<file path="config.mk">
export PLATFORM = sky130hd
export DESIGN_NAME = muldiv_ctrl
export DESIGN_NICKNAME = d
export VERILOG_FILES = /design/src/rtl/muldiv_ctrl.sv
export SDC_FILE = /design/constraint.sdc
export NUM_CORES = 1
export LEC_CHECK = 0
export CAP_MARGIN = 0
export CELL_PAD_IN_SITES_DETAIL_PLACEMENT = 0
export CELL_PAD_IN_SITES_GLOBAL_PLACEMENT = 1
export CORE_AREA = 2 2 204 106
export DETAILED_ROUTE_END_ITERATION = 6
export DIE_AREA = 0 0 206 108
export PLACE_DENSITY_LB_ADDON = 0.1
export SYNTH_ARGS = -nofsm -noshare
export SYNTH_HDL_FRONTEND = slang
export SYNTH_SLANG_ARGS = --single-unit
</file>
<file path="constraint.sdc">
create_clock -name clk -period 3 [get_ports clk]
set_clock_uncertainty 0.15 [all_clocks]
set_input_delay 0.45 -clock clk [delete_from_list [all_inputs] [get_ports clk]]
set_output_delay 0.45 -clock clk [all_outputs]
set_load 0.01 [all_outputs]
</file>
<file path="src/rtl/muldiv_ctrl.sv">
// Sequencer between the control unit and the multi-cycle mult/div units.
// It latches the operands, launches the selected unit, waits out its latency and captures HI/LO.
module muldiv_ctrl #(
  parameter int unsigned MULT_LAT = 34,
  parameter int unsigned DIV_LAT  = 33,
  parameter int unsigned CNT_W    = 6
) (
  input  logic        clk,
  input  logic        rst,
  input  logic        start,
  input  logic        op_div,
  input  logic [31:0] a_in,
  input  logic [31:0] b_in,
  input  logic        abort,
  input  logic        rd_hilo,
  input  logic [31:0] mult_hi,
  input  logic [31:0] mult_lo,
  input  logic [31:0] div_hi,
  input  logic [31:0] div_lo,
  output logic [31:0] op_a,
  output logic [31:0] op_b,
  output logic        mult_init,
  output logic        mult_stop,
  output logic        div_init,
  output logic        div_stop,
  output logic        busy,
  output logic        done,
  output logic        div0,
  output logic        stall,
  output logic [31:0] hi,
  output logic [31:0] lo
);

  typedef enum logic [1:0] {
    S_IDLE,
    S_LAUNCH,
    S_RUN
  } state_t;

  state_t           r_state;
  state_t           w_next;
  logic             r_sel;
  logic [CNT_W-1:0] r_cnt;
  logic [31:0]      r_op_a;
  logic [31:0]      r_op_b;
  logic [31:0]      r_hi;
  logic [31:0]      r_lo;
  logic             r_done;
  logic             r_div0;
  logic             r_mult_stop;
  logic             r_div_stop;

  logic             w_accept;
  logic             w_reject;
  logic             w_capture;
  logic             w_cancel;

  always_ff @(posedge clk) begin
    if (rst) r_state <= S_IDLE;
    else     r_state <= w_next;
  end

  // Abort is checked before counter expiry so a flush wins over a same-edge capture.
  always_comb begin
    w_next    = r_state;
    w_accept  = 1'b0;
    w_reject  = 1'b0;
    w_capture = 1'b0;
    w_cancel  = 1'b0;
    case (r_state)
      S_IDLE: begin
        if (start && !abort) begin
          if (op_div && (b_in == '0)) begin
            w_reject = 1'b1;
          end else begin
            w_accept = 1'b1;
            w_next   = S_LAUNCH;
          end
        end
      end
      S_LAUNCH: begin
        if (abort) begin
          w_cancel = 1'b1;
          w_next   = S_IDLE;
        end else begin
          w_next = S_RUN;
        end
      end
      S_RUN: begin
        if (abort) begin
          w_cancel = 1'b1;
          w_next   = S_IDLE;
        end else if (r_cnt == '0) begin
          w_capture = 1'b1;
          w_next    = S_IDLE;
        end
      end
      default: w_next = S_IDLE;
    endcase
  end

  always_ff @(posedge clk) begin
    if (rst) begin
      r_sel       <= 1'b0;
      r_cnt       <= '0;
      r_op_a      <= '0;
      r_op_b      <= '0;
      r_hi        <= '0;
      r_lo        <= '0;
      r_done      <= 1'b0;
      r_div0      <= 1'b0;
      r_mult_stop <= 1'b0;
      r_div_stop  <= 1'b0;
    end else begin
      r_done      <= w_capture;
      r_div0      <= w_reject;
      r_mult_stop <= w_cancel & ~r_sel;
      r_div_stop  <= w_cancel &  r_sel;
      // Operands are latched for rejected divides too, matching the request as seen.
      if (w_accept || w_reject) begin
        r_op_a <= a_in;
        r_op_b <= b_in;
        r_sel  <= op_div;
      end
      if (r_state == S_LAUNCH) begin
        r_cnt <= r_sel ? CNT_W'(DIV_LAT) : CNT_W'(MULT_LAT);
      end else if ((r_state == S_RUN) && (r_cnt != '0)) begin
        r_cnt <= r_cnt - 1'b1;
      end
      if (w_capture) begin
        r_hi <= r_sel ? div_hi : mult_hi;
        r_lo <= r_sel ? div_lo : mult_lo;
      end
    end
  end

  assign op_a      = r_op_a;
  assign op_b      = r_op_b;
  assign mult_init = (r_state == S_LAUNCH) & ~r_sel;
  assign div_init  = (r_state == S_LAUNCH) &  r_sel;
  assign mult_stop = r_mult_stop;
  assign div_stop  = r_div_stop;
  assign busy      = (r_state != S_IDLE);
  assign done      = r_done;
  assign div0      = r_div0;
  assign stall     = rd_hilo & busy;
  assign hi        = r_hi;
  assign lo        = r_lo;

endmodule

</file>
==> out/summary.txt <==
CP max-delay cell = clkdlybuf4s50_1
worst endpoint data arrival time = 2020 ps
final WL = 19,200 µm
Final nets = 1,156
Post-CTS Setup Bufs = 0
initial antenna violation count = 0
routability congestion estimate = 0.761
Rows = 37
Worst Hold Class = reg -> reg
Cell variety after synth = 30
vias in the first global route = 5,379
Synth top area share = 0.501
synthesized area per cell = 8.74 µm²
share of cells above drive strength 1 = 0.0477
Max IR drop VDD = 0.000290 V
worst skew pair latency = 410 ps
#FFs+latches synth = 141
clock root buffer = clkbuf_16
CP endpoint kind = output pin
Hold Vio Cnt, Final = 0
Critical Path Source Type = flip-flop
status = finished clean
area of the multi-input gates = 2590 µm²
HPWL after detailed placement = 14,100 µm
synth warn = 0
Reg area = 2830 µm²
Post-synth EDFFs = 0
relative slew slack = 0.573
RSZ-0062 raised after global routing = no
power per cell area = 510 nW/µm²
CP max FO = 6
CTS resizes = 0
Peak Freq = 0.381 GHz
diode count = 0
CTS Buffer Depth = 2
GRT Util Overall = 0.168
Routed Antenna Nets = 0
Worst path most repeated cell = inv_1
Initial Util = 0.278
CTS tree = yes
Yosys top cell by area = dfxtp_1
worst-margin pin slew = 640 ps
die height = 108 µm
IO Pins = 334
Synth Cell Area = 5640 µm²
DRC violations left = 0
async set-reset flop share out of synthesis = 0
H-tree levels = 4
Finish-stage setup viols = 0
max-cap violations = 0
fill count = 2,014
commonest cells in the netlist = dfxtp_1 (141), nand2_1 (135), nor2_1 (68)
grt total ovfl = 0
fin crit share = 0.874
DRT iter0 DRCs = 250
Area growth syn-to-layout = 74.2%
Crit path required time = 2400 ps
Critical Path Max Stage Delay = 590 ps
Synth area leaders = dfxtp_1 (50%), mux2i_1 (11%), nand2_1 (9.0%)
top_reg_cell synth = dfxtp_1
leakage = 3.27 nW
CP Cell Sequence = inv_1 -> ha_1 -> inv_1 -> nor2_1 -> clkdlybuf4s50_1
clock sink count = 141
setup TNS = 0 ps
Port Buf Inserts = 333
top-count cell post-synth = dfxtp_1
largest net degree at the start of global routing = 130
Seq/Total Area, Yosys = 0.501
Cell Area, Placed = 9210 µm²
DR vias = 5,542
Max Slew Vio Count = 0
Die ar. = 22,200 µm²
Num CTS Buffers = 17
Post-Synthesis Cells = 645
Core Area = 20,300 µm²
first-pass iteration count of the detailed router = 7
Hold-fix buffers, CTS = 0
Final Cell Area = 9820 µm²
Syn Nets = 848
final worst path period need = 2620 ps
critical path class = reg -> out
CTS clk-pin slew, worst paths = 60 ps
vias per cell = 4.48
Die Span X = 206 µm
first-pass GRT wire length = 28,700 µm
WL per Instance = 15.5 µm
==> cell type report <==
cell class,count,area share
sequential,141,0.288
clock inverter,10,0.0141
clock buffer,20,0.0475
timing repair buffer,341,0.349
inverter,7,0.00268
multi-input combinational,445,0.264
tap,273,0.0348
==> kinds of logic after synthesis <==
family / after synthesis / share of synthesized area
AOI/OAI and AO/OA: 140 / 0.157
xor gates and xnor gates: 4 / 0.00622
adders and majority gates: 5 / 0.0111
buffers and inverters: 59 / 0.0431
DFF: 141 / 0.501
muxes: 64 / 0.114
and+or+nand+nor: 232 / 0.168
==> path summary, 6_finish.rpt <==
| kind | startpoint | to | slack [ps] | cells past startpoint |
|---|---|---|---|---|
| max | r_state[1] | mult_init | 380 | 5 |
| min | op_b[19] | op_b[19] | 300 | 2 |
| max reg2reg | r_cnt[0] | lo[0] | 800 | 8 |
| min reg2reg | op_b[19] | op_b[19] | 300 | 2 |
==> state kept, by name, summed over array words and instances (netlist names) <==
| register | cells |
|---|---|
| hi | 32 |
| lo | 32 |
| op_a | 32 |
| op_b | 32 |
| r_cnt | 6 |
| r_state | 2 |
| div0 | 1 |
| div_stop | 1 |
| done | 1 |
| mult_stop | 1 |
| r_sel | 1 |
==> layer usage <==
metal  share of wire  wire length, µm  vias up  GRT usage
met3           0.073             1400       11     0.0603
met1            0.44             8390     2542      0.204
met4          0.0081              155        0     0.0449
met5               0                0        -          0
met2            0.48             9230      151      0.282
li1                -                -     2838          -
==> report_power, final <==
group	leakage [nW]	total [mW]	internal [mW]	switching, mW
Clock	0.283	2.17	1.36	0.804
Combinational	1.84	0.833	0.486	0.348
Sequential	1.14	2.01	1.96	0.0538
Total	3.27	5.01	3.80	1.21
==> metrics by stage <==
step	setup WS [ps]	std cells	hold slack [ps]	power, mW	utilization
global placement	490	1207	291	2.89	0.454
floorplan	1120	645	316	2.38	-
detailed placement	464	1207	296	2.90	0.454
finish	377	1237	302	5.01	0.484
global route	175	1237	315	5.25	0.484
CTS	293	1237	304	5.08	0.484
==> cell usage in the layout, fill, tap and decap left out, drive strengths merged <==
| cell type | Yosys | final |
|---|---|---|
| or3 | 1 | 1 |
| a32o | 1 | 1 |
| nand2 | 135 | 135 |
| dfxtp | 141 | 141 |
| a21oi | 67 | 67 |
| nor2b | 2 | 2 |
| nor2 | 68 | 68 |
| nand3 | 4 | 4 |
| o21ba | 1 | 1 |
| o31ai | 1 | 1 |
| a211oi | 66 | 66 |
| bufinv | 0 | 3 |
| buf | 22 | 9 |
| nor4 | 8 | 8 |
| xnor2 | 1 | 1 |
| nand4 | 1 | 1 |
| and2 | 1 | 1 |
| clkinvlp | 0 | 5 |
| nor3 | 6 | 6 |
| clkinv | 0 | 1 |
| a21boi | 1 | 1 |
| a31oi | 1 | 1 |
| ha | 5 | 5 |
| clkbuf | 30 | 20 |
| or4 | 2 | 2 |
| o21ai | 2 | 2 |
| nor3b | 4 | 4 |
| xor2 | 3 | 3 |
| inv | 7 | 8 |
| clkdlybuf4s50 | 0 | 332 |
| mux2i | 64 | 64 |
==> critical path, delay by kind of cell (launching register included) <==
family        cells  cell delay [ps]
simple gates      1              190
flops             1              330
fa+ha+maj         1              280
buf+inv           3              810
Note: power is estimated with default switching activity, not from simulation.
